### src/rtl/pipeline_pkg.sv
// Shared types and constants for the pipeline hazard controller.
package pipeline_pkg;

  localparam logic [4:0] REG_ZERO   = 5'd0;
  localparam logic [7:0] WAIT_LIMIT = 8'd255;
  localparam int         CNT_W      = 16;

  typedef enum logic {
    RUN      = 1'b0,
    MEM_WAIT = 1'b1
  } state_e;

  typedef struct packed {
    logic pc_write;
    logic if_id_write;
    logic id_ex_write;
    logic ex_mem_write;
    logic if_id_flush;
    logic id_ex_bubble;
    logic mem_wb_bubble;
  } ctrl_t;

  localparam ctrl_t CTRL_RUN = '{
    pc_write:      1'b1,
    if_id_write:   1'b1,
    id_ex_write:   1'b1,
    ex_mem_write:  1'b1,
    if_id_flush:   1'b0,
    id_ex_bubble:  1'b0,
    mem_wb_bubble: 1'b0
  };

  // $0 is hardwired to zero, so it can never carry a dependency.
  function automatic logic reg_match(input logic [4:0] r, input logic [4:0] d);
    return (r == d) && (d != REG_ZERO);
  endfunction

endpackage

### src/rtl/sat_counter.sv
// Event counter that sticks at all-ones instead of wrapping.
module sat_counter #(
  parameter int WIDTH = 16
) (
  input  logic             clk,
  input  logic             reset,
  input  logic             inc,
  output logic [WIDTH-1:0] count
);

  logic [WIDTH-1:0] count_q;
  logic [WIDTH-1:0] count_d;

  always_comb begin
    count_d = count_q;
    if (inc && !(&count_q)) begin
      count_d = count_q + WIDTH'(1);
    end
  end

  always_ff @(posedge clk or posedge reset) begin
    if (reset) begin
      count_q <= '0;
    end else begin
      count_q <= count_d;
    end
  end

  assign count = count_q;

endmodule

### src/rtl/pipeline_hazard_ctrl.sv
// Stall/flush/freeze control for a 5-stage pipeline with ID-stage branch resolution.
// Control outputs are combinational; only the memory-wait watchdog and event counters hold state.
module pipeline_hazard_ctrl
  import pipeline_pkg::*;
(
  input  logic             clk,
  input  logic             reset,
  input  logic [4:0]       ID_rs,
  input  logic [4:0]       ID_rt,
  input  logic             ID_uses_rs,
  input  logic             ID_uses_rt,
  input  logic             ID_is_branch,
  input  logic             ID_redirect,
  input  logic [4:0]       EX_dst,
  input  logic             EX_RegWrite,
  input  logic             EX_MemRead,
  input  logic [4:0]       MEM_dst,
  input  logic             MEM_RegWrite,
  input  logic             MEM_MemRead,
  input  logic             mem_req,
  input  logic             mem_ready,
  output logic             PC_write,
  output logic             IF_ID_write,
  output logic             ID_EX_write,
  output logic             EX_MEM_write,
  output logic             IF_ID_flush,
  output logic             ID_EX_bubble,
  output logic             MEM_WB_bubble,
  output logic             mem_timeout,
  output logic [CNT_W-1:0] stall_cnt,
  output logic [CNT_W-1:0] freeze_cnt,
  output logic [CNT_W-1:0] flush_cnt
);

  logic   freeze;
  logic   hazard;
  logic   ex_hit;
  logic   mem_hit;
  ctrl_t  ctrl;
  state_e state_q;
  logic [7:0] wait_q;
  logic [7:0] wait_d;
  logic   timeout_q;

  // MEM_RegWrite only matters to forwarding, which lives outside this block.
  logic unused_mem_regwrite;
  assign unused_mem_regwrite = MEM_RegWrite;

  assign freeze = mem_req & ~mem_ready;

  assign ex_hit  = (ID_uses_rs & reg_match(ID_rs, EX_dst)) |
                   (ID_uses_rt & reg_match(ID_rt, EX_dst));
  assign mem_hit = (ID_uses_rs & reg_match(ID_rs, MEM_dst)) |
                   (ID_uses_rt & reg_match(ID_rt, MEM_dst));

  // A branch compares in ID, so it also waits on an ALU result in EX and a load in MEM.
  assign hazard = (EX_MemRead & ex_hit) |
                  (ID_is_branch & EX_RegWrite & ex_hit) |
                  (ID_is_branch & MEM_MemRead & mem_hit);

  always_comb begin
    ctrl = CTRL_RUN;
    if (reset) begin
      ctrl = '0;
    end else if (freeze) begin
      ctrl.pc_write      = 1'b0;
      ctrl.if_id_write   = 1'b0;
      ctrl.id_ex_write   = 1'b0;
      ctrl.ex_mem_write  = 1'b0;
      ctrl.mem_wb_bubble = 1'b1;
    end else if (hazard) begin
      ctrl.pc_write      = 1'b0;
      ctrl.if_id_write   = 1'b0;
      ctrl.id_ex_bubble  = 1'b1;
    end else if (ID_redirect) begin
      ctrl.if_id_flush   = 1'b1;
    end
  end

  assign PC_write      = ctrl.pc_write;
  assign IF_ID_write   = ctrl.if_id_write;
  assign ID_EX_write   = ctrl.id_ex_write;
  assign EX_MEM_write  = ctrl.ex_mem_write;
  assign IF_ID_flush   = ctrl.if_id_flush;
  assign ID_EX_bubble  = ctrl.id_ex_bubble;
  assign MEM_WB_bubble = ctrl.mem_wb_bubble;

  assign wait_d = (wait_q == WAIT_LIMIT) ? wait_q : wait_q + 8'd1;

  // The first frozen cycle is spent in RUN, so the counter starts from 0 on entry.
  always_ff @(posedge clk or posedge reset) begin
    if (reset) begin
      state_q   <= RUN;
      wait_q    <= '0;
      timeout_q <= 1'b0;
    end else begin
      case (state_q)
        RUN: begin
          if (freeze) begin
            state_q <= MEM_WAIT;
            wait_q  <= '0;
          end
        end
        MEM_WAIT: begin
          if (!freeze) begin
            state_q <= RUN;
          end else begin
            wait_q <= wait_d;
            if (wait_d == WAIT_LIMIT) begin
              timeout_q <= 1'b1;
            end
          end
        end
        default: state_q <= RUN;
      endcase
    end
  end

  assign mem_timeout = timeout_q;

  sat_counter #(.WIDTH(CNT_W)) u_stall_cnt (
    .clk   (clk),
    .reset (reset),
    .inc   (hazard & ~freeze),
    .count (stall_cnt)
  );

  sat_counter #(.WIDTH(CNT_W)) u_freeze_cnt (
    .clk   (clk),
    .reset (reset),
    .inc   (freeze),
    .count (freeze_cnt)
  );

  sat_counter #(.WIDTH(CNT_W)) u_flush_cnt (
    .clk   (clk),
    .reset (reset),
    .inc   (ctrl.if_id_flush),
    .count (flush_cnt)
  );

endmodule
### config.mk
export PLATFORM = sky130hd
export DESIGN_NAME = pipeline_hazard_ctrl
export DESIGN_NICKNAME = d
export VERILOG_FILES = /design/src/rtl/pipeline_pkg.sv /design/src/rtl/sat_counter.sv /design/src/rtl/pipeline_hazard_ctrl.sv
export SDC_FILE = /design/constraint.sdc
export NUM_CORES = 1
export LEC_CHECK = 0
export BUFFER_PORTS_ARGS = -buffer_cell sky130_fd_sc_hd__buf_2
export CORE_MARGIN = 2
export CORE_UTILIZATION = 53
export DETAILED_ROUTE_END_ITERATION = 10
export GPL_TIMING_DRIVEN = 0
export HOLD_SLACK_MARGIN = 0.12
export PLACE_DENSITY = 0.8
export SYNTH_ARGS = -nofsm -noshare
export SYNTH_HDL_FRONTEND = slang
export SYNTH_SLANG_ARGS = --single-unit
### constraint.sdc
create_clock -name clk -period 2.4 [get_ports clk]
set_input_delay 0.12 -clock clk [delete_from_list [all_inputs] [get_ports clk]]
set_output_delay 0.12 -clock clk [all_outputs]
set_load 0.01 [all_outputs]
Yosys cells after proc, flatten, opt, wreduce, memory -nomap -nowiden
Cells that the tools add are included.

Register bits after elaboration: 58. Output and inout port bits: 56.

Mux-type cells: 13. Bitwise operators: 18. Eq/ne operators: 8. Reduce and logical (&&, ||, !) cells: 17. Add/sub/neg operators: 4.

Operator list (count): 16-bit by 1-bit adder with 16-bit output (second input constant) (3); 16-bit AND reduction (3); 8-bit 2-to-1 mux (3); 5-bit equality test (4); 8-bit equality test (second input constant) (2); 8-bit one-hot mux with 2 select lines (1); 1-bit AND (11); 5-bit nonzero test (2); 8-bit by 1-bit adder with 8-bit output (second input constant) (1); 2-bit 2-to-1 mux (4); 1-bit logical AND (7); 7-bit 2-to-1 mux (1); 1-bit 2-to-1 mux (4); 2-bit inequality test (second input constant) (2); 1-bit OR (4); 1-bit zero test (3); 1-bit inverter (3); 3-bit AND reduction (1); 2-bit AND reduction (1).

Depth between registers and ports, before layout
Word-level depth: 11. Depth in mapped cells: 7.

Cells and area by module
From an unflattened synthesis, not the netlist that was laid out.

Cells, all modules: 334. Area, all modules: 3367.0 um2.

By module, submodules not included: sat_counter (times used 3, area an instance 798.3 um2, cells each 73); pipeline_hazard_ctrl (times used 1, area an instance 972.2 um2, cells each 115).

Worst setup path after synthesis
No wires, ideal clock.

Kind: flip-flop to flip-flop. Start: reg u_stall_cnt.count_q[6] (netlist: u_stall_cnt.count[6]). End: reg u_stall_cnt.count_q[8] (netlist: u_stall_cnt.count[8]). Library setup time: 0.127 ns. Stages on the path, launching flop included: 8. Path buffers: 1. Required time: 2.273 ns. Slack: 0.458 ns. Data arrival time: 1.816 ns. Path through: dfrtp_1 -> and3_1 -> and2_1 -> and3_1 -> a31oi_1 -> clkbuf_1 -> nand4_1 -> xnor2_1.

Word-level cells in the longest chain between the ends: 3.

Ends and longest elaborated chain: start, declared (line sat_counter.sv:11) `logic [WIDTH-1:0] count_q;`; start signal, assigned (line sat_counter.sv:25) `count_q <= count_d;`; branches (longest 3 deep; another with 16-bit by 1-bit adder with 16-bit output).

Several ways; the timed one is not identified. A chain may end at the register's enable or synchronous reset.

Worst setup path in the final report
Start: reg u_stall_cnt.count_q[6] (netlist: u_stall_cnt.count[6]). End: reg u_stall_cnt.count_q[14] (netlist: u_stall_cnt.count[14]).

Same word-level chain as after synthesis.

==> results.md <==
- Tmin final: 2.21 ns
- Ys Warns: 0
- Inst Count DP: 489
- Core region area: 0.00592 mm²
- Register area: 0.00145 mm²
- Area of the multi-input gates: 0.00171 mm²
- Outcome: complete, no violations
- Pre-CTS WS: 0.242 ns
- Die width: 82.3 µm
- Starting Density: 0.549
- Max-cap violations: 0
- Fin. Hold Viols: 0
- Mapped Area: 0.00325 mm²
- Max frequency: 0.453 GHz
- Crit-path slowest cell: dfrtp_1
- ANT cells: 0
- Async set-reset flop share out of synthesis: 1.00
- Final Cycle Share: 0.920
- Gate power share: 0.205
- CTS tree: built
- Layout fillers: 461
- First-pass GRT wire length: 12,100 µm
- Netlist cell types: 43
- Reg clk slew, reported paths: 0.07 ns
- Mapped Avg Cell Area: 9.94 µm²
- Setup_tns: 0 ns
- H-Tree Depth: 3
- Startpoint type of the worst setup path: flop
- Syn-to-layout area delta: 22.3%
- Register area share after synthesis: 0.446
- Antenna violations before repair: 0
- Layout cells sized above 1: 0.274
- Detail-routed net length per standard cell: 15.0 µm
- Global route total overflow: 0
- Io pins: 88
- GRT Overall Usage: 0.234
- CP Cell Sequence: and3_1 -> and2_1 -> and3_1 -> a31oi_1 -> clkbuf_1 -> nand3_1 -> xnor2_1
- Mapped Cells: 327
- CP dominant cell by count: and3_1
- Setup ws final: 0.191 ns
- Detail Route Antenna Nets: 0
- Vias per cell: 5.70
- Number of core rows: 28
- HPWL Detailed: 5480 µm
- Worst flop-to-flop path startpoint: u_stall_cnt.count[6]$_DFFE_PP0P_
- CP peak stage delay: 0.41 ns
- Predominant post-synthesis flop cell: dfrtp_1
- Kind of critical path: reg2reg
- Pre-antenna DRT Iters: 4
- CP endpoint kind: flop
- Static Leak: 1.97 nW
- Net switching power: 0.787 mW
- Seq pwr share: 0.480
- Vias in the first global route: 2,693
- Synthesized Nets: 363
- EDFF count, synth: 0
- Root buffer cell: clkbuf_8
- CP arrival: 2.43 ns
- Sw frac: 0.311
- Detailed Route WL: 7580 µm
- DIE AREA: 0.00678 mm²
- Hold_sp: ID_redirect
- Largest net degree at the start of global routing: 42
- DRT iter0 DRCs: 200
- Finished Layout Cells: 505
- HP Class: in2reg
- Max-slew violations: 0
- Setup violators final: 0
- # DRC: 0
- Hold WS: 0.173 ns
- Crit path from: u_stall_cnt.count[6]$_DFFE_PP0P_
- Worst-Margin Slew: 0.568 ns
- Relative slew slack: 0.619
- Register bit count reported by yosys: 58
- CTS Buf Count: 9
- Clock share of power: 0.315
- Maximum fanout along the worst path: 10
- Worst Skew: 0.00811 ns
- PortBufs: 86
- Worst skew pair latency: 0.34 ns
- PwrDens: 637 mW/mm²
- Worst vdd ir: 0.566 mV
- Clock Path Buffers: 2
- Pwr Total: 2.53 mW
- Power Internal: 1.75 mW
- Post-layout net count: 462
- Hold depth: 4
- Vias: 2,878
- Register-to-Register Path Depth: 7
- CP required: 2.62 ns
- Chip height: 82.3 µm
- Unrepaired setup endpoints after global routing: no
- Clk sinks: 58
- Setup Buffers After CTS: 0
- Final GP Congestion: 0.804
==> metal layers <==
layer	vias to the layer above	track usage	routed length, µm
li1	1376	-	-
met1	1383	0.285	3320
met2	108	0.392	3580
met3	11	0.0543	554
met4	0	0.112	125
met5	-	0	0
==> cell usage in the layout (no fill, tap or decap), types with 2 or more instances in the layout <==
| cell | n |
|---|---|
| a21oi_1 | 12 |
| a22o_1 | 2 |
| a31oi_1 | 4 |
| a32oi_1 | 2 |
| and2_1 | 7 |
| and3_1 | 16 |
| and4_1 | 4 |
| buf_2 | 86 |
| buf_4 | 2 |
| buf_6 | 3 |
| clkbuf_1 | 5 |
| clkbuf_8 | 11 |
| clkinv_2 | 3 |
| dfrtp_1 | 58 |
| ha_1 | 4 |
| inv_1 | 6 |
| mux2_2 | 2 |
| nand2_1 | 26 |
| nand2b_1 | 2 |
| nand3_1 | 27 |
| nand4_1 | 15 |
| nor2_1 | 17 |
| nor3_1 | 14 |
| nor4_1 | 4 |
| nor4_2 | 2 |
| o21ai_0 | 8 |
| o31ai_2 | 2 |
| or3_1 | 2 |
| or4_1 | 2 |
| xnor2_1 | 30 |
| xor2_1 | 34 |
==> metrics by stage <==
step,util,area (µm²)
2_1_floorplan,-,3250
4_1_cts,0.672,3980
6_report,0.672,3980
3_3_place_gp,0.638,3780
5_1_grt,0.672,3980
3_5_place_dp,0.641,3800
==> area by class of cell <==
cell class,instances,share of cell area
Clock buffer,12,0.0390
Clock inverter,3,0.00378
Sequential cell,58,0.365
Buffer,9,0.0160
Multi-Input combinational cell,252,0.429
Inverter,8,0.00755
Timing Repair Buffer,88,0.116
Tap cell,75,0.0236
==> final timing paths <==
| kind | end | slack, ns |
|---|---|---|
| worst max-delay path | u_stall_cnt.count[14]$_DFFE_PP0P_ | 0.19 |
| worst min-delay path | u_flush_cnt.count[12]$_DFFE_PP0P_ | 0.17 |
| worst max register to register | u_stall_cnt.count[14]$_DFFE_PP0P_ | 0.19 |
| worst min register to register | mem_timeout$_DFFE_PP0P_ | 0.49 |
| max in group asynchronous | u_freeze_cnt.count[0]$_DFFE_PP0P_ | 1.48 |
| min in group asynchronous | u_flush_cnt.count[3]$_DFFE_PP0P_ | 0.37 |
==> critical path, delay by kind of cell (launching register included) <==
family / cells / cell delay [ns]
and+or+nand+nor: 4 / 0.78
AOI/OAI and AO/OA: 1 / 0.34
xor gates and xnor gates: 1 / 0.15
DFF: 1 / 0.41
buffers and inverters: 1 / 0.40
==> synthesized netlist by cell type (2+ instances only) <==
| master | instances | area, µm² |
|---|---|---|
| a21oi_1 | 12 | 60.1 |
| a22o_1 | 2 | 17.5 |
| a31oi_1 | 4 | 25.0 |
| a32oi_1 | 2 | 17.5 |
| and2_1 | 7 | 43.8 |
| and3_1 | 16 | 100 |
| and4_1 | 4 | 35.0 |
| buf_4 | 2 | 15.0 |
| buf_6 | 3 | 33.8 |
| clkbuf_1 | 4 | 15.0 |
| dfrtp_1 | 58 | 1450 |
| ha_1 | 4 | 50.1 |
| inv_1 | 7 | 26.3 |
| mux2_2 | 2 | 22.5 |
| nand2_1 | 26 | 97.6 |
| nand2b_1 | 2 | 12.5 |
| nand3_1 | 27 | 135 |
| nand4_1 | 15 | 93.8 |
| nor2_1 | 17 | 63.8 |
| nor3_1 | 14 | 70.1 |
| nor4_1 | 4 | 25.0 |
| nor4_2 | 2 | 25.0 |
| o21ai_0 | 8 | 40.0 |
| o31ai_2 | 2 | 25.0 |
| or3_1 | 2 | 12.5 |
| or4_1 | 2 | 15.0 |
| xnor2_1 | 30 | 263 |
| xor2_1 | 34 | 298 |
==> sequential cells by signal, summed over array words and instances, names as in the netlist <==
signal	count
state_q	1
u_flush_cnt.count	16
u_freeze_cnt.count	16
mem_timeout	1
wait_q	8
u_stall_cnt.count	16
==> logic make-up (layout without fill, tap and decap cells) <==
| family | count (synthesis) | count (layout) | share of synthesized area |
|---|---|---|---|
| multiplexers | 3 | 3 | 0.0115 |
| adder cells (fa/ha/maj) | 4 | 4 | 0.0154 |
| flip-flops | 58 | 58 | 0.446 |
| AO/OA/AOI/OAI | 40 | 40 | 0.0900 |
| XOR/XNOR | 64 | 64 | 0.172 |
| buffers and inverters | 17 | 120 | 0.0289 |
| AND/OR/NAND/NOR | 141 | 141 | 0.235 |
==> power by group through the flow <==
stage | registers [mW] | logic [mW] | clock network [mW]
after detailed placement | 1.23 | 0.523 | 0
after floorplan | 1.26 | 0.256 | 0
after CTS | 1.22 | 0.526 | 0.816
final | 1.22 | 0.518 | 0.798
after global routing | 1.24 | 0.575 | 0.853
after global placement | 1.23 | 0.492 | 0
==> repair_timing <==
item / 4_1_cts / 5_1_grt
resized for setup: 0 / 0
hold buffers: 1 / 0
endpoints found under the hold margin: 17 / 0
Note: power is estimated with default switching activity, not from simulation.
